<file path="src/rtl/regfile_pkg.sv">
// regfile_pkg: shared defaults and popcount helper for the register file / scoreboard.
`default_nettype none

package regfile_pkg;

  localparam int DEF_DATA_W   = 64;
  localparam int DEF_ADDR_W   = 5;
  localparam int DEF_NREAD    = 2;
  localparam int DEF_ZERO_REG = 31;

  // Widest busy vector the helper accepts (ADDR_W up to 8).
  localparam int POP_MAX = 256;

  function automatic int unsigned popcount(input logic [POP_MAX-1:0] v);
    int unsigned n;
    n = 0;
    for (int i = 0; i < POP_MAX; i++) begin
      n += 32'(v[i]);
    end
    return n;
  endfunction

endpackage

`default_nettype wire

</file>
<file path="src/rtl/regfile_scoreboard_busy.sv">
// regfile_scoreboard_busy: per-register busy bits with set-over-clear priority,
// registered pending count and write-to-non-reserved diagnostic pulse.
`default_nettype none

module regfile_scoreboard_busy
  import regfile_pkg::*;
#(
  parameter int ADDR_W   = DEF_ADDR_W,
  parameter int ZERO_REG = DEF_ZERO_REG
) (
  input  logic                  clk,
  input  logic                  rst,
  input  logic                  wr_en,
  input  logic [ADDR_W-1:0]     wr_addr,
  input  logic                  res_en,
  input  logic [ADDR_W-1:0]     res_addr,
  output logic [2**ADDR_W-1:0]  busy,
  output logic [ADDR_W:0]       pend_cnt,
  output logic                  wr_no_res
);

  localparam int DEPTH = 2**ADDR_W;
  localparam logic [ADDR_W-1:0] ZERO_ADDR = ADDR_W'(ZERO_REG);

  logic [DEPTH-1:0] busy_nxt;
  logic             wr_no_res_nxt;

  // Reserve is applied after the writeback clear so a same-cycle reuse stays busy.
  always_comb begin
    busy_nxt = busy;
    if (wr_en) begin
      busy_nxt[wr_addr] = 1'b0;
    end
    if (res_en && (res_addr != ZERO_ADDR)) begin
      busy_nxt[res_addr] = 1'b1;
    end
  end

  always_comb begin
    wr_no_res_nxt = wr_en && (wr_addr != ZERO_ADDR) && !busy[wr_addr];
  end

  always_ff @(posedge clk or posedge rst) begin
    if (rst) begin
      busy      <= '0;
      pend_cnt  <= '0;
      wr_no_res <= 1'b0;
    end else begin
      busy      <= busy_nxt;
      pend_cnt  <= (ADDR_W+1)'(popcount(POP_MAX'(busy_nxt)));
      wr_no_res <= wr_no_res_nxt;
    end
  end

endmodule

`default_nettype wire

</file>
<file path="src/rtl/regfile_scoreboard.sv">
// regfile_scoreboard: multi-read-port register file with hardwired zero register and
// write-pending scoreboard. Optional macro REGFILE_BYPASS_EN forwards same-cycle writes.
`default_nettype none

module regfile_scoreboard
  import regfile_pkg::*;
#(
  parameter int DATA_W   = DEF_DATA_W,
  parameter int ADDR_W   = DEF_ADDR_W,
  parameter int NREAD    = DEF_NREAD,
  parameter int ZERO_REG = DEF_ZERO_REG
) (
  input  logic                    Clk,
  input  logic                    Reset,
  input  logic [NREAD*ADDR_W-1:0] RA,
  output logic [NREAD*DATA_W-1:0] BusA,
  output logic [NREAD-1:0]        RdBusy,
  input  logic [ADDR_W-1:0]       RW,
  input  logic [DATA_W-1:0]       BusW,
  input  logic                    RegWr,
  input  logic                    Reserve,
  input  logic [ADDR_W-1:0]       ResAddr,
  output logic [ADDR_W:0]         PendCnt,
  output logic                    WrNoRes
);

  localparam int DEPTH = 2**ADDR_W;
  localparam logic [ADDR_W-1:0] ZERO_ADDR = ADDR_W'(ZERO_REG);

  logic [DATA_W-1:0] regs [DEPTH];
  logic [DEPTH-1:0]  busy;

  regfile_scoreboard_busy #(
    .ADDR_W   (ADDR_W),
    .ZERO_REG (ZERO_REG)
  ) u_busy (
    .clk       (Clk),
    .rst       (Reset),
    .wr_en     (RegWr),
    .wr_addr   (RW),
    .res_en    (Reserve),
    .res_addr  (ResAddr),
    .busy      (busy),
    .pend_cnt  (PendCnt),
    .wr_no_res (WrNoRes)
  );

  always_ff @(posedge Clk or posedge Reset) begin
    if (Reset) begin
      for (int i = 0; i < DEPTH; i++) begin
        regs[i] <= '0;
      end
    end else if (RegWr && (RW != ZERO_ADDR)) begin
      regs[RW] <= BusW;
    end
  end

  for (genvar p = 0; p < NREAD; p++) begin : g_read
    logic [ADDR_W-1:0] ra;
    assign ra = RA[p*ADDR_W +: ADDR_W];

    always_comb begin
      BusA[p*DATA_W +: DATA_W] = regs[ra];
      RdBusy[p]                = busy[ra];
`ifdef REGFILE_BYPASS_EN
      // A same-cycle reserve of the written register keeps it visibly busy.
      if (RegWr && (RW == ra) && (RW != ZERO_ADDR)) begin
        BusA[p*DATA_W +: DATA_W] = BusW;
        RdBusy[p]                = Reserve && (ResAddr == ra);
      end
`endif
      if (ra == ZERO_ADDR) begin
        BusA[p*DATA_W +: DATA_W] = '0;
        RdBusy[p]                = 1'b0;
      end
    end
  end

endmodule

`default_nettype wire

</file>
<file path="config.mk">
export PLATFORM = sky130hd
export DESIGN_NAME = regfile_scoreboard
export DESIGN_NICKNAME = d
export VERILOG_FILES = /design/src/rtl/regfile_pkg.sv /design/src/rtl/regfile_scoreboard_busy.sv /design/src/rtl/regfile_scoreboard.sv
export SDC_FILE = /design/constraint.sdc
export NUM_CORES = 2
export LEC_CHECK = 0
export CAP_MARGIN = 20
export CORE_MARGIN = 8
export CORE_UTILIZATION = 55
export CTS_BUF_LIST = sky130_fd_sc_hd__clkbuf_2 sky130_fd_sc_hd__clkbuf_4 sky130_fd_sc_hd__clkbuf_8
export CTS_CLUSTER_DIAMETER = 30
export DETAILED_ROUTE_END_ITERATION = 7
export HOLD_SLACK_MARGIN = 0.12
export MAX_ROUTING_LAYER = met4
export PLACE_DENSITY = 0.87
export SYNTH_ARGS = -nofsm -noshare
export SYNTH_HDL_FRONTEND = slang
export SYNTH_SLANG_ARGS = --single-unit
export TNS_END_PERCENT = 100
</file>
<file path="constraint.sdc">
create_clock -name Clk -period 71.1 [get_ports Clk]
set_input_delay 14.22 -clock Clk [delete_from_list [all_inputs] [get_ports Clk]]
set_output_delay 14.22 -clock Clk [all_outputs]
set_load 0.05 [all_outputs]
</file>
==> flow_summary.yaml <==
critical_path:
  critPathMaxStageDelay_ns: 1.09
  timing.critical_path.buf_inv: 5
  crit_type: "in2out"
  slowest_stage: "a211oi_1"
  required_ns: 56.88
  cp_common_cell: "buf_4"
  crit_path_max_fanout: 73
  cp_data_arrival_time_ns: 20.26
  path_cells: "buf_8 > buf_4 > buf_4 > buf_4 > mux4_2 > a2bb2oi_1 > a211oi_1 > a211oi_1 > clkdlybuf4s50_1"
  crit_family: "buffers and inverters"
  critPathCaptureType: "output port"
  start_kind: "input port"
sta:
  relSlewSlack_pct: 13.0
  max_freq_mhz: 29.0
  post-route-period-util_pct: 48.5
  tns_ns: 0
  hold_ws_ns: 0.400
  finalMaxSlewViolations: 0
  hold_viol: 0
  tightest_slew_ns: 1.30
  period_minus_slack_ns: 34.48
  fin_skew_ns: 0.0329
  rsz0062_at_grt: "false"
  setup_viol: 0
status:
  outcome: "complete, no violations"
cells_and_area:
  final_common_cell: "dfrtp_1"
  design_area_mm2: 0.127
  syn_to_final_growth_pct: 12.0
  mostFrequentLayoutCells: "dfrtp_1, mux2_2, mux2i_1"
  drive_gt1_share_pct: 42.5
  nets: 8246
pwr:
  internal-power_w: 0.00281
  p_leak_nw: 56.9
  switchingPower_w: 0.00121
  powerDensity_mw_per_mm2: 31.7
  switching_share_pct: 30.0
  ir_worst_vdd_mv: 0.0615
  p_clk_share_pct: 36.3
  combPwrFrac_pct: 23.8
  seqPwrFrac_pct: 39.9
detailed_routing:
  vias: 81100
  vias_per_cell: 7.26
  routedWlPerCell_um: 32.7
  wirelength_um: 365000
  antenna_left: 0
  first_iter_violations: 11500
  drc: 0
  firstDrtPassIters: 8
flow_run:
  max_cap_violations: 0
clock_tree:
  cts_tree: "done"
  root_buffer: "clkbuf_8"
  post_cts_buffers: 0
  htreeDepth: 5
  ctsResizeCount: 0
  clk_latency_ns: 1.06
  cts_hold_buf: 0
  clkSinkCount: 2087
  path_clk_slew_ns: 0.05
  max-clock-path-buffers: 4
  cts_buffers: 424
die:
  initial_core_util_pct: 55.3
  die_h_um: 470
  rows: 166
  dieArea_mm2: 0.220
  ios: 225
  coreArea_mm2: 0.205
  die_w_um: 470
synthesis:
  syn_area_mm2: 0.113
  yosysUniqueCellTypes: 51
  syn_nets: 8343
  seq_area_frac_synth_pct: 46.2
  ys_ff_latch: 2087
  netlist_instances: 8223
  synth-main-ff-cell: "dfrtp_1"
  synth_edf_count: 0
  syn_area_per_cell_um2: 13.8
  ys.warnings.count: 0
  ys_async_sr_fraction_pct: 100
global_route:
  overflow: 0
  grt_pass1_vias: 84400
  grt_usage_pct: 32.6
  grt_max_degree: 166
  grt_antenna_before_repair: 25
  grt_pass1_wl_um: 537000
placement:
  numPortBuffers: 224
  gp_congestion: 0.860
  placed_area_mm2: 0.116
  dp_hpwl_um: 196000
hold_path:
  hold_class: "reg2reg"
==> per-stage QoR <==
step	instances	util (%)	total power [W]	setup slack [ns]
after floorplan	8223	-	0.00230	27.90
after global placement	10300	56.6	0.00247	37.02
after detailed placement	10300	56.6	0.00254	37.01
after CTS	11100	61.4	0.00399	37.01
after global routing	11200	62.0	0.00417	36.64
final	11200	62.0	0.00402	36.62
==> cell usage after synthesis (all sizes together), types with 3 or more instances <==
master | count | area [um2]
nor2b | 6 | 37.5
mux4 | 658 | 14800
clkbuf | 459 | 1740
buf | 483 | 2820
and3b | 5 | 43.8
nand3b | 5 | 41.3
a221oi | 17 | 149
nor3 | 3 | 15.0
a211oi | 381 | 3160
nor2 | 18 | 100
o22ai | 129 | 807
fa | 24 | 480
mux2i | 780 | 7810
nand3 | 5 | 30.0
a22oi | 12 | 90.1
inv | 43 | 161
a22o | 24 | 210
mux2 | 1986 | 22400
o221ai | 130 | 1140
and3 | 4 | 25.0
a2bb2oi | 122 | 1070
ha | 8 | 100
nand2 | 543 | 2040
o21ai | 20 | 100
dfrtp | 2087 | 52200
and2 | 125 | 782
a21oi | 127 | 636
nor3b | 8 | 75.1
==> power by group through the flow <==
stage	clock network [W]	registers [W]	logic, W
floorplan	0	0.00157	0.000738
global placement	0	0.00157	0.000897
CTS	0.00146	0.00159	0.000946
detailed placement	0	0.00160	0.000936
global route	0.00152	0.00162	0.00103
finish	0.00146	0.00160	0.000957
==> final cells by class <==
class	count	area, um2
antenna	30	75.1
clock buffer	560	7360
clock inverter	189	2570
fill	14000	77800
inverter	43	174
multi-input combinational	5151	56500
sequential	2087	52200
tap	2688	3360
timing repair buffer	419	4510
==> sequential cells by signal, indices dropped and copies added, names as in the netlist <==
register and flops:
regs 2048, u_busy.busy 32, u_busy.pend_cnt 6, u_busy.wr_no_res 1
==> routing by layer <==
metal | up-vias | part of all wire (%) | routed length, um | GRT usage (%)
met5 | - | 0 | 0 | -
met4 | 0 | 6.6 | 24200 | 19.1
met3 | 1824 | 13 | 48100 | 10.6
met2 | 6554 | 45 | 165000 | 47.9
met1 | 41600 | 35 | 128000 | 39.5
li1 | 31100 | - | - | -
==> cells by family (layout without fill, tap and decap cells) <==
logic type      after synthesis  count (layout)  synth area share (%)
xor+xnor                      2               2                0.0155
mux                        3424            3424                  39.8
fa+ha+maj                    32              32                 0.513
compound gates              967             967                  6.54
simple gates                726             726                  2.84
flops                      2087            2087                  46.2
other cells                   0              30                     0
buf+inv                     985            1211                  4.17
==> path summary, 6_finish.rpt <==
path                                     startpoint                            to  slack [ns]  cells after the start
max                                           RA[1]                       BusA[7]       36.62                      9
max in group asynchronous                     Reset         regs[658]$_DFFE_PP0P_       52.91                      7
min                            regs[28]$_DFFE_PP0P_          regs[28]$_DFFE_PP0P_        0.40                      0
max reg2reg                u_busy.busy[0]$_DFF_PP0_  u_busy.pend_cnt[4]$_DFF_PP0_       65.76                     14
min in group asynchronous                     Reset          regs[52]$_DFFE_PP0P_       13.67                      2
min reg2reg                    regs[28]$_DFFE_PP0P_          regs[28]$_DFFE_PP0P_        0.40                      0
No activity file was read; power rests on OpenSTA's default activity.
